--- src/rtl/i2lbs_pkg.sv ---
// Shared state encoding and default widths for the sliding-window scheduler.
package i2lbs_pkg;

  typedef enum logic [1:0] {
    ST_IDLE    = 2'd0,
    ST_STREAM  = 2'd1,
    ST_INSPECT = 2'd2,
    ST_DRAIN   = 2'd3
  } state_e;

  localparam int DEF_DATA_WIDTH_16 = 16;
  localparam int DEF_DATA_WIDTH_12 = 12;

endpackage

--- src/rtl/i2lbs_window_scheduler_if.sv ---
// Pixel stream, classifier handshake and candidate queue signals of the scheduler.
interface i2lbs_window_scheduler_if
  import i2lbs_pkg::*;
#(
  parameter int DATA_WIDTH_16 = DEF_DATA_WIDTH_16,
  parameter int DATA_WIDTH_12 = DEF_DATA_WIDTH_12
);
  logic                     i_frame_start;
  logic                     i_pixel_valid;
  logic                     o_pixel_ready;
  logic [DATA_WIDTH_16-1:0] i_pixel;
  logic                     o_mem_wen;
  logic [DATA_WIDTH_16-1:0] o_mem_pixel;
  logic                     o_classifier_enable;
  logic                     i_inspect_done;
  logic                     i_candidate;
  logic                     o_cand_valid;
  logic                     i_cand_ready;
  logic [DATA_WIDTH_12-1:0] o_cand_x;
  logic [DATA_WIDTH_12-1:0] o_cand_y;
  logic                     o_frame_done;
  logic                     o_overflow;
  logic                     o_busy;

  modport master (
    output i_frame_start, i_pixel_valid, i_pixel, i_inspect_done, i_candidate, i_cand_ready,
    input  o_pixel_ready, o_mem_wen, o_mem_pixel, o_classifier_enable, o_cand_valid,
           o_cand_x, o_cand_y, o_frame_done, o_overflow, o_busy
  );

  modport slave (
    input  i_frame_start, i_pixel_valid, i_pixel, i_inspect_done, i_candidate, i_cand_ready,
    output o_pixel_ready, o_mem_wen, o_mem_pixel, o_classifier_enable, o_cand_valid,
           o_cand_x, o_cand_y, o_frame_done, o_overflow, o_busy
  );
endinterface

--- src/rtl/i2lbs_cand_fifo.sv ---
// Candidate queue of {x,y} window origins; a push into a full queue is dropped
// unless a pop frees a slot in the same cycle.
module i2lbs_cand_fifo #(
  parameter int DEPTH = 4,
  parameter int WIDTH = 24
) (
  input  logic             clk,
  input  logic             reset,
  input  logic             push_i,
  input  logic [WIDTH-1:0] din_i,
  input  logic             pop_i,
  output logic [WIDTH-1:0] dout_o,
  output logic             empty_o,
  output logic             full_o,
  output logic             drop_o
);
  localparam int            AW       = (DEPTH > 1) ? $clog2(DEPTH) : 1;
  localparam logic [AW-1:0] PTR_LAST = AW'(DEPTH - 1);
  localparam logic [AW:0]   CNT_FULL = (AW + 1)'(DEPTH);

  logic [WIDTH-1:0] mem_q [DEPTH];
  logic [AW-1:0]    wr_q, wr_d, rd_q, rd_d;
  logic [AW:0]      cnt_q, cnt_d;
  logic             do_push, do_pop;

  assign empty_o = (cnt_q == '0);
  assign full_o  = (cnt_q == CNT_FULL);
  assign do_pop  = pop_i && !empty_o;
  assign do_push = push_i && (!full_o || do_pop);
  assign drop_o  = push_i && !do_push;
  assign dout_o  = mem_q[rd_q];

  always_comb begin
    wr_d  = wr_q;
    rd_d  = rd_q;
    cnt_d = cnt_q;
    if (do_push) wr_d = (wr_q == PTR_LAST) ? '0 : wr_q + AW'(1);
    if (do_pop)  rd_d = (rd_q == PTR_LAST) ? '0 : rd_q + AW'(1);
    case ({do_push, do_pop})
      2'b10:   cnt_d = cnt_q + (AW + 1)'(1);
      2'b01:   cnt_d = cnt_q - (AW + 1)'(1);
      default: cnt_d = cnt_q;
    endcase
  end

  always_ff @(posedge clk or posedge reset) begin
    if (reset) begin
      wr_q  <= '0;
      rd_q  <= '0;
      cnt_q <= '0;
    end else begin
      wr_q  <= wr_d;
      rd_q  <= rd_d;
      cnt_q <= cnt_d;
    end
  end

  // Storage carries data only; occupancy is tracked by the reset control above.
  always_ff @(posedge clk) begin
    if (do_push) mem_q[wr_q] <= din_i;
  end

endmodule

--- src/rtl/i2lbs_window_scheduler.sv ---
// Raster-order window scheduler: streams pixels to integral memory, pauses for the
// classifier at each strided window position and queues positive window origins.
module i2lbs_window_scheduler
  import i2lbs_pkg::*;
#(
  parameter int DATA_WIDTH_16   = DEF_DATA_WIDTH_16,
  parameter int DATA_WIDTH_12   = DEF_DATA_WIDTH_12,
  parameter int INTEGRAL_WIDTH  = 3,
  parameter int INTEGRAL_HEIGHT = 3,
  parameter int FRAME_WIDTH     = 10,
  parameter int FRAME_HEIGHT    = 10,
  parameter int STRIDE          = 1,
  parameter int FIFO_DEPTH      = 4
) (
  input logic                      clk,
  input logic                      reset,
  i2lbs_window_scheduler_if.slave  bus
);
  localparam int            CW      = DATA_WIDTH_12;
  localparam int            PW      = (STRIDE > 1) ? $clog2(STRIDE) : 1;
  localparam logic [CW-1:0] X_START = CW'(INTEGRAL_WIDTH - 1);
  localparam logic [CW-1:0] Y_START = CW'(INTEGRAL_HEIGHT - 1);
  localparam logic [CW-1:0] X_LAST  = CW'(FRAME_WIDTH - 1);
  localparam logic [CW-1:0] Y_LAST  = CW'(FRAME_HEIGHT - 1);
  localparam logic [PW-1:0] PH_LAST = PW'(STRIDE - 1);

  state_e          state_q, state_d;
  logic [CW-1:0]   x_q, x_d, y_q, y_d;
  logic [PW-1:0]   px_q, px_d, py_q, py_d;
  logic [CW-1:0]   wx_q, wx_d, wy_q, wy_d;
  logic            last_q, last_d;
  logic            en_q, en_d;
  logic            ovf_q, ovf_d;
  logic            xfer, eligible, at_last, push, pop, frame_done;
  logic            empty, full, drop;
  logic [2*CW-1:0] head;

  // Phase only starts counting once the window fits; it wraps at STRIDE-1.
  function automatic logic [PW-1:0] phase_step(input logic [PW-1:0] ph, input logic active);
    if (!active)        return '0;
    if (ph == PH_LAST)  return '0;
    return ph + PW'(1);
  endfunction

  assign xfer     = (state_q == ST_STREAM) && bus.i_pixel_valid;
  assign at_last  = (x_q == X_LAST) && (y_q == Y_LAST);
  assign eligible = xfer && (x_q >= X_START) && (y_q >= Y_START) && (px_q == '0) && (py_q == '0);
  assign pop      = !empty && bus.i_cand_ready;

  always_comb begin
    state_d    = state_q;
    x_d        = x_q;
    y_d        = y_q;
    px_d       = px_q;
    py_d       = py_q;
    wx_d       = wx_q;
    wy_d       = wy_q;
    last_d     = last_q;
    en_d       = en_q;
    ovf_d      = ovf_q | drop;
    push       = 1'b0;
    frame_done = 1'b0;
    unique case (state_q)
      ST_IDLE: begin
        if (bus.i_frame_start) begin
          state_d = ST_STREAM;
          x_d     = '0;
          y_d     = '0;
          px_d    = '0;
          py_d    = '0;
          ovf_d   = 1'b0;
        end
      end
      ST_STREAM: begin
        if (xfer) begin
          if (x_q == X_LAST) begin
            x_d  = '0;
            px_d = '0;
            y_d  = y_q + CW'(1);
            py_d = phase_step(py_q, y_q >= Y_START);
          end else begin
            x_d  = x_q + CW'(1);
            px_d = phase_step(px_q, x_q >= X_START);
          end
          if (eligible) begin
            state_d = ST_INSPECT;
            en_d    = 1'b1;
            wx_d    = x_q - X_START;
            wy_d    = y_q - Y_START;
            last_d  = at_last;
          end else if (at_last) begin
            state_d = ST_DRAIN;
          end
        end
      end
      ST_INSPECT: begin
        if (bus.i_inspect_done) begin
          en_d    = 1'b0;
          push    = bus.i_candidate;
          state_d = last_q ? ST_DRAIN : ST_STREAM;
        end
      end
      ST_DRAIN: begin
        if (empty) begin
          frame_done = 1'b1;
          state_d    = ST_IDLE;
        end
      end
      default: state_d = ST_IDLE;
    endcase
  end

  always_ff @(posedge clk or posedge reset) begin
    if (reset) begin
      state_q <= ST_IDLE;
      x_q     <= '0;
      y_q     <= '0;
      px_q    <= '0;
      py_q    <= '0;
      wx_q    <= '0;
      wy_q    <= '0;
      last_q  <= 1'b0;
      en_q    <= 1'b0;
      ovf_q   <= 1'b0;
    end else begin
      state_q <= state_d;
      x_q     <= x_d;
      y_q     <= y_d;
      px_q    <= px_d;
      py_q    <= py_d;
      wx_q    <= wx_d;
      wy_q    <= wy_d;
      last_q  <= last_d;
      en_q    <= en_d;
      ovf_q   <= ovf_d;
    end
  end

  i2lbs_cand_fifo #(
    .DEPTH (FIFO_DEPTH),
    .WIDTH (2 * CW)
  ) u_cand_fifo (
    .clk     (clk),
    .reset   (reset),
    .push_i  (push),
    .din_i   ({wx_q, wy_q}),
    .pop_i   (pop),
    .dout_o  (head),
    .empty_o (empty),
    .full_o  (full),
    .drop_o  (drop)
  );

  // Head coordinates are forced to zero while the queue is empty so reset leaves them clean.
  assign bus.o_pixel_ready       = (state_q == ST_STREAM);
  assign bus.o_mem_wen           = xfer;
  assign bus.o_mem_pixel         = xfer ? bus.i_pixel : '0;
  assign bus.o_classifier_enable = en_q;
  assign bus.o_cand_valid        = !empty;
  assign bus.o_cand_x            = empty ? '0 : head[2*CW-1:CW];
  assign bus.o_cand_y            = empty ? '0 : head[CW-1:0];
  assign bus.o_frame_done        = frame_done;
  assign bus.o_overflow          = ovf_q;
  assign bus.o_busy              = (state_q != ST_IDLE);

endmodule

--- src/flat_wrapper.sv ---
// flat-port wrapper written by rule: the top's interface ports become plain ports
module i2lbs_window_scheduler_flat import i2lbs_pkg::*;
#(
  parameter int DATA_WIDTH_16   = DEF_DATA_WIDTH_16,
  parameter int DATA_WIDTH_12   = DEF_DATA_WIDTH_12,
  parameter int INTEGRAL_WIDTH  = 3,
  parameter int INTEGRAL_HEIGHT = 3,
  parameter int FRAME_WIDTH     = 10,
  parameter int FRAME_HEIGHT    = 10,
  parameter int STRIDE          = 1,
  parameter int FIFO_DEPTH      = 4
)
  (clk, reset, bus_i_frame_start, bus_i_pixel_valid, bus_i_pixel, bus_i_inspect_done, bus_i_candidate, bus_i_cand_ready, bus_o_pixel_ready, bus_o_mem_wen, bus_o_mem_pixel, bus_o_classifier_enable, bus_o_cand_valid, bus_o_cand_x, bus_o_cand_y, bus_o_frame_done, bus_o_overflow, bus_o_busy);
  i2lbs_window_scheduler_if #(.DATA_WIDTH_16(DATA_WIDTH_16), .DATA_WIDTH_12(DATA_WIDTH_12)) bus_i ();
  input logic clk;
  input logic reset;
  input wire logic [$bits(bus_i.i_frame_start)-1:0] bus_i_frame_start;
  input wire logic [$bits(bus_i.i_pixel_valid)-1:0] bus_i_pixel_valid;
  input wire logic [$bits(bus_i.i_pixel)-1:0] bus_i_pixel;
  input wire logic [$bits(bus_i.i_inspect_done)-1:0] bus_i_inspect_done;
  input wire logic [$bits(bus_i.i_candidate)-1:0] bus_i_candidate;
  input wire logic [$bits(bus_i.i_cand_ready)-1:0] bus_i_cand_ready;
  output wire logic [$bits(bus_i.o_pixel_ready)-1:0] bus_o_pixel_ready;
  output wire logic [$bits(bus_i.o_mem_wen)-1:0] bus_o_mem_wen;
  output wire logic [$bits(bus_i.o_mem_pixel)-1:0] bus_o_mem_pixel;
  output wire logic [$bits(bus_i.o_classifier_enable)-1:0] bus_o_classifier_enable;
  output wire logic [$bits(bus_i.o_cand_valid)-1:0] bus_o_cand_valid;
  output wire logic [$bits(bus_i.o_cand_x)-1:0] bus_o_cand_x;
  output wire logic [$bits(bus_i.o_cand_y)-1:0] bus_o_cand_y;
  output wire logic [$bits(bus_i.o_frame_done)-1:0] bus_o_frame_done;
  output wire logic [$bits(bus_i.o_overflow)-1:0] bus_o_overflow;
  output wire logic [$bits(bus_i.o_busy)-1:0] bus_o_busy;
  assign bus_i.i_frame_start = bus_i_frame_start;
  assign bus_i.i_pixel_valid = bus_i_pixel_valid;
  assign bus_i.i_pixel = bus_i_pixel;
  assign bus_i.i_inspect_done = bus_i_inspect_done;
  assign bus_i.i_candidate = bus_i_candidate;
  assign bus_i.i_cand_ready = bus_i_cand_ready;
  assign bus_o_pixel_ready = bus_i.o_pixel_ready;
  assign bus_o_mem_wen = bus_i.o_mem_wen;
  assign bus_o_mem_pixel = bus_i.o_mem_pixel;
  assign bus_o_classifier_enable = bus_i.o_classifier_enable;
  assign bus_o_cand_valid = bus_i.o_cand_valid;
  assign bus_o_cand_x = bus_i.o_cand_x;
  assign bus_o_cand_y = bus_i.o_cand_y;
  assign bus_o_frame_done = bus_i.o_frame_done;
  assign bus_o_overflow = bus_i.o_overflow;
  assign bus_o_busy = bus_i.o_busy;
  i2lbs_window_scheduler #(.DATA_WIDTH_16(DATA_WIDTH_16), .DATA_WIDTH_12(DATA_WIDTH_12), .INTEGRAL_WIDTH(INTEGRAL_WIDTH), .INTEGRAL_HEIGHT(INTEGRAL_HEIGHT), .FRAME_WIDTH(FRAME_WIDTH), .FRAME_HEIGHT(FRAME_HEIGHT), .STRIDE(STRIDE), .FIFO_DEPTH(FIFO_DEPTH)) u_core (.clk(clk), .reset(reset), .bus(bus_i));
endmodule
--- config.mk ---
export PLATFORM = sky130hd
export DESIGN_NAME = i2lbs_window_scheduler_flat
export DESIGN_NICKNAME = d
export VERILOG_FILES = /design/src/rtl/i2lbs_pkg.sv /design/src/rtl/i2lbs_window_scheduler_if.sv /design/src/rtl/i2lbs_cand_fifo.sv /design/src/rtl/i2lbs_window_scheduler.sv /design/src/flat_wrapper.sv
export SDC_FILE = /design/constraint.sdc
export NUM_CORES = 1
export LEC_CHECK = 0
export ABC_AREA = 1
export ABC_CLOCK_PERIOD_IN_PS = 5700
export CORE_MARGIN = 8
export CORE_UTILIZATION = 40
export CTS_BUF_LIST = sky130_fd_sc_hd__clkbuf_4 sky130_fd_sc_hd__clkbuf_8
export CTS_CLUSTER_SIZE = 12
export DETAILED_ROUTE_END_ITERATION = 8
export GPL_TIMING_DRIVEN = 1
export RECOVER_POWER = 25
export SYNTH_ARGS = -nofsm -noshare
export SYNTH_HDL_FRONTEND = slang
export SYNTH_SLANG_ARGS = --single-unit
export TNS_END_PERCENT = 10
--- constraint.sdc ---
create_clock -name clk -period 5.7 [get_ports clk]
set_input_delay 0.855 -clock clk [delete_from_list [all_inputs] [get_ports clk]]
set_output_delay 0.855 -clock clk [all_outputs]
set_load 0.02 [all_outputs]
==> impl_metrics.json, run 1 <==
{
  "dp_hpwl_mm": 10.21,
  "die_area_sq_um": 23210,
  "drt_wl_total_mm": 15.43,
  "cp_slowest_cell": "inv_1",
  "clk_latency_ns": 0.44,
  "critical_path.max_stage_delay_ns": 0.64,
  "drv_slew": 0,
  "r2r_slack_ns": 3.25,
  "htreeDepth": 4,
  "cts_sinks": 156,
  "hp-start": "u_core.u_cand_fifo.cnt_q[0]",
  "cts_setup_buffers": 0,
  "fp.dieW_um": 152.3,
  "timing.rr.start": "u_core.state_q[0]",
  "final_nets": 857,
  "vias_per_cell": 4.798,
  "worstPathArrival_ns": 2.71,
  "synth-simple-area-share_pct": 19.75,
  "io_buffers": 69,
  "place_congestion": 0.7810,
  "syn-instance-count": 757,
  "slew-limit-headroom_pct": 41.26,
  "clk_pin_slew_worst_paths_ns": 0.08,
  "skew_ns": 0.007558,
  "drive_above_1_share_pct": 10.35,
  "synth_top_family_by_area": "simple AND/OR/NAND/NOR gates",
  "area_growth_pct": 17.10,
  "start_util_pct": 40.29,
  "worst_pin_slew_ns": 0.8801,
  "cp-startpoint": "u_core.u_cand_fifo.rd_q[0]",
  "min_period_over_period_pct": 62.46,
  "grt.total_usage_pct": 13.70,
  "end_kind": "primary output",
  "cp.required_ns": 4.85,
  "rsz0062_at_grt": "no",
  "grt_overflow_total": 0,
  "vias": 5110,
  "crit_path_start_kind": "flip-flop",
  "drtAntennaViolNets": 0,
  "syn_area_per_cell_sq_um": 9.823,
  "powerDensity_nw_per_um2": 514.6,
  "grt_pass1_wl_mm": 25.79,
  "ys_ff_latch": 156,
  "core_region_area_sq_um": 18460,
  "antenna_found_initial": 0,
  "crit_cells": 5,
  "vdd_drop_max_v": 0.0001923,
  "path_cells": "inv_1, buf_4, o21ai_0, a21oi_1, clkdlybuf4s50_1",
  "path_delay_family": "buffers and inverters",
  "fill_cells": 1704,
  "crit_buf_inv": 3,
  "cts_resized": 0,
  "synthMuxAreaShare_pct": 0,
  "hold_slack_ns": 0.4971,
  "ys_seq_area_share_pct": 58.96,
  "first_global_vias": 5030,
  "grt_max_degree": 61,
  "max_freq_ghz": 0.2809,
  "clk_path_buf_depth": 2,
  "p_leak_nw": 3.571,
  "hold_violations": 0,
  "post-route-util_pct": 47.18,
  "ys_types": 39,
  "seq_area_sq_um": 4384,
  "cts_inserted_buffers": 17,
  "crit_type": "flip-flop to primary output",
  "antenna_cells_inserted": 0,
  "layout_commonest_cell": "nor2_1",
  "rows": 50,
  "fin_setup_tns_ns": 0,
  "min-delay-path-class": "flip-flop to flip-flop",
  "io_pins": 70,
  "place_ws_ns": 2.536,
  "ctsHoldBuffers": 0,
  "worst_slack_ns": 2.140,
  "dr.pass1.iters": 6,
  "status": "completed",
  "reg2reg_depth": 8,
  "syn-num-nets": 796,
  "synth-adder-area-share_pct": 2.793,
  "cts_tree": "done",
  "die_h_um": 152.3,
  "synth_xor_area_share_pct": 2.827,
  "avgRoutedWirePerCell_um": 14.48,
  "whs_path_depth": 1,
  "root_buffer": "clkbuf_8",
  "final_cell_mix": "nor2_1, nand2_1, edfxtp_1",
  "setup_viol": 0,
  "syn_area_sq_um": 7436,
  "synth_compound_gate_area_share_pct": 9.238,
  "drtIter0Drc": 378,
  "critPathMaxFanout": 32,
  "ys_warn_count": 0,
  "multi_input_area_sq_um": 2584,
  "fin_crit_ns": 3.560,
  "drv_cap": 0,
  "drc_errors": 0
}
logic make-up after synthesis:
logic type               after synthesis
AO/OA/AOI/OAI                        129
AND/OR/NAND/NOR                      329
XOR/XNOR                              24
adder cells (fa/ha/maj)               16
flip-flops                           156
buffers and inverters                103
registers in the layout, summed over array words and instances (netlist names):
| name | cells |
|---|---|
| u_core.wy_q | 12 |
| u_core.u_cand_fifo.cnt_q | 3 |
| u_core.u_cand_fifo.rd_q | 2 |
| u_core.y_q | 12 |
| u_core.u_cand_fifo.mem_q | 96 |
| u_core.x_q | 12 |
| u_core.bus.o_overflow | 1 |
| u_core.wx_q | 12 |
| u_core.bus.o_classifier_enable | 1 |
| u_core.last_q | 1 |
| u_core.u_cand_fifo.wr_q | 2 |
| u_core.state_q | 2 |
per-layer routing:
layer | global-route usage, % | up-vias | share of wire, %
met5 | 0 | - | 0
met3 | 2.666 | 15 | 3.0
li1 | - | 2618 | -
met2 | 23.33 | 56 | 49
met4 | 4.760 | 0 | 1.0
met1 | 17.09 | 2421 | 47
where the power goes:
part           total (mW)  leakage (nW)  switching [mW]  internal (mW)
sequential           1.67          1.65           0.205           1.46
clock               0.894         0.214           0.410          0.483
combinational        1.92          1.71            1.18          0.736
cell usage after synthesis, drive strengths merged:
cell | number | area [sq um]
xnor2 | 4 | 35.03
a21oi | 33 | 165.2
clkinv | 2 | 7.510
xor2 | 20 | 175.2
edfxtp | 96 | 2883
fa | 1 | 20.02
nand3 | 28 | 162.7
nand2 | 108 | 437.9
clkbuf | 17 | 63.81
nor2 | 166 | 675.6
or2 | 1 | 6.260
a31oi | 1 | 6.260
dfrtp | 60 | 1501
ha | 15 | 187.7
nor3 | 20 | 147.6
and3 | 1 | 6.260
o21ai | 92 | 494.2
a22oi | 1 | 7.510
nand4 | 4 | 25.02
o22ai | 1 | 6.260
o21a | 1 | 7.510
nand3b | 1 | 7.510
inv | 65 | 246.5
buf | 19 | 160.2
per-stage QoR:
step	total power [mW]	cells	cell area (sq um)
floorplan	2.979	757	7436
global placement	3.618	1033	8273
detailed placement	3.643	1033	8273
CTS	4.544	1065	8707
global route	4.812	1065	8707
finish	4.481	1065	8707
layout make-up:
class,count,area share (%)
clock buffer,18,2.773
tap,234,3.363
multi-input combinational,498,29.67
timing repair buffer,78,8.708
inverter,67,2.917
clock inverter,14,2.213
sequential,156,50.35
path summary, 6_finish.rpt:
check,to
worst max-delay path,bus_o_cand_y[2]
worst min-delay path,u_core.u_cand_fifo.cnt_q[0]
worst max register to register,u_core.y_q[1]
worst min register to register,u_core.u_cand_fifo.cnt_q[0]
max in group asynchronous,u_core.y_q[5]
min in group asynchronous,u_core.y_q[0]
Note: power is estimated with default switching activity, not from simulation.
==> run 2: changes to the inputs <==
ABC_CLOCK_PERIOD_IN_PS = 3400   (was 5700)
clock period = 3.4 ns   (was 5.7 ns; I/O delays follow)
==> run 2 against run 1 <==
Net effect: die area unchanged; cell area decreased by 0.20%; combinational power increased by 68%; routed wire length increased by 0.78%; sequential power increased by 68%; critical path depth increased by 1; first-iteration DRC count decreased by 27%; non-clock buffer count increased by 2; worst setup slack got worse by 1.8 ns; critical path type unchanged.
==> impl_metrics.json, run 2 (same netlist as run 1, synthesis figures left out) <==
{
  "status": "completed",
  "p_leak_nw": 3.563,
  "grt.total_usage_pct": 13.90,
  "grt_overflow_total": 0,
  "powerDensity_nw_per_um2": 851.2,
  "worstPathArrival_ns": 2.52,
  "rsz0062_at_grt": "no",
  "top_register": "u_core.u_cand_fifo.mem_q",
  "rows": 50,
  "max_freq_ghz": 0.3295,
  "vias_per_cell": 4.754,
  "drtIter0Drc": 275,
  "largest_reg_flops": 96,
  "cp.required_ns": 2.89,
  "skew_ns": 0.01208,
  "crit_path_start_kind": "flip-flop",
  "min-delay-path-class": "input port to async pin",
  "cts_resized": 0,
  "reg2reg_depth": 9,
  "die_area_sq_um": 23210,
  "cts_tree": "done",
  "critPathMaxFanout": 13,
  "final_nets": 859,
  "io_pins": 70,
  "slew-limit-headroom_pct": 57.98,
  "fin_setup_tns_ns": 0,
  "crit_type": "flip-flop to primary output",
  "drv_slew": 0,
  "htreeDepth": 4,
  "place_congestion": 0.7774,
  "worst_pin_slew_ns": 0.6288,
  "start_util_pct": 40.29,
  "drv_cap": 0,
  "vdd_drop_max_v": 0.0003367,
  "post-route-util_pct": 47.08,
  "ctsHoldBuffers": 0,
  "clk_pin_slew_worst_paths_ns": 0.09,
  "fin_cells": 1067,
  "avgRoutedWirePerCell_um": 14.57,
  "min_period_over_period_pct": 89.25,
  "drc_errors": 0,
  "fin_crit_ns": 3.034,
  "grt_max_degree": 54,
  "critical_path.max_stage_delay_ns": 0.65,
  "end_kind": "primary output",
  "cts_inserted_buffers": 17,
  "io_buffers": 69,
  "drtAntennaViolNets": 0,
  "final_cell_mix": "nor2_1, nand2_1, edfxtp_1",
  "path_cells": "clkinv_1, buf_4, nor2_1, o21ai_0, a21oi_1, clkdlybuf4s50_1",
  "first_global_vias": 4981,
  "grt_pass1_wl_mm": 25.94,
  "dr.pass1.iters": 4,
  "drt_wl_total_mm": 15.55,
  "hold_violations": 0,
  "clk_latency_ns": 0.45,
  "cts_sinks": 156,
  "layout_commonest_cell": "nor2_1",
  "fp.dieW_um": 152.3,
  "dp_hpwl_mm": 10.39,
  "die_h_um": 152.3,
  "cts_setup_buffers": 0,
  "vias": 5072,
  "antenna_found_initial": 0,
  "core_region_area_sq_um": 18460,
  "antenna_cells_inserted": 0,
  "root_buffer": "clkbuf_8",
  "setup_viol": 0,
  "hold_slack_ns": 0.4508,
  "dpl.cell_count": 1035,
  "area_growth_pct": 16.86,
  "clk_path_buf_depth": 2,
  "drive_above_1_share_pct": 10.56,
  "cp_slowest_cell": "clkdlybuf4s50_1"
}
==> run 2: cell types whose count changed in the layout (fill, tap and decap cells not counted), sizes merged <==
cell      delta
bufinv       -2
buf          +2
clkbuf       +1
clkinv       -2
inv          +2
clkinvlp     +1
==> run 2: cell type report <==
cell class	instances	area (sq um)
clock buffer	19	249.0
clock inverter	13	140.1
fill	1750	9766
inverter	67	254.0
multi-input combinational	498	2584
sequential	156	4384
tap	234	292.8
timing repair buffer	80	785.8
==> run 2: where the power goes <==
group | total (mW) | internal [mW] | switching (mW)
Sequential | 2.81 | 2.46 | 0.351
Clock | 1.36 | 0.672 | 0.692
Combinational | 3.22 | 1.26 | 1.96
==> run 2: path summary, 6_finish.rpt <==
kind / to / slack (ns) / start
worst max-delay path: bus_o_cand_y[3] / 0.37 / u_core.u_cand_fifo.rd_q[1]
worst min-delay path: u_core.y_q[0] / 0.45 / reset
worst max register to register: u_core.u_cand_fifo.cnt_q[2] / 1.17 / u_core.u_cand_fifo.cnt_q[0]
worst min register to register: u_core.u_cand_fifo.cnt_q[0] / 0.51 / u_core.u_cand_fifo.cnt_q[0]
max in group asynchronous: u_core.y_q[6] / 2.25 / reset
min in group clk: u_core.u_cand_fifo.cnt_q[0] / 0.51 / u_core.u_cand_fifo.cnt_q[0]
==> run 2: stage by stage <==
stage / cell area (sq um) / total power, mW / setup slack, ns
after floorplan: 7436 / 4.995 / 1.120
after global placement: 8300 / 6.078 / 0.8752
after detailed placement: 8300 / 6.120 / 0.8224
after CTS: 8690 / 7.485 / 0.2983
after global routing: 8690 / 7.946 / 0.1810
final: 8690 / 7.396 / 0.3655
==> run 2: metal layers <==
metal,up-vias,part of all wire [%],GRT usage (%)
li1,2628,-,-
met2,58,48,23.33
met3,18,3.1,2.921
met1,2368,48,17.33
met4,0,1.6,5.236
met5,-,0,0
==> run 2: worst max-delay path, delay by kind of cell, from the launching register on <==
family | cells | cell delay (ns)
AND/OR/NAND/NOR | 1 | 0.11
flip-flops | 1 | 0.36
buffers and inverters | 3 | 1.33
AO/OA/AOI/OAI | 2 | 0.27
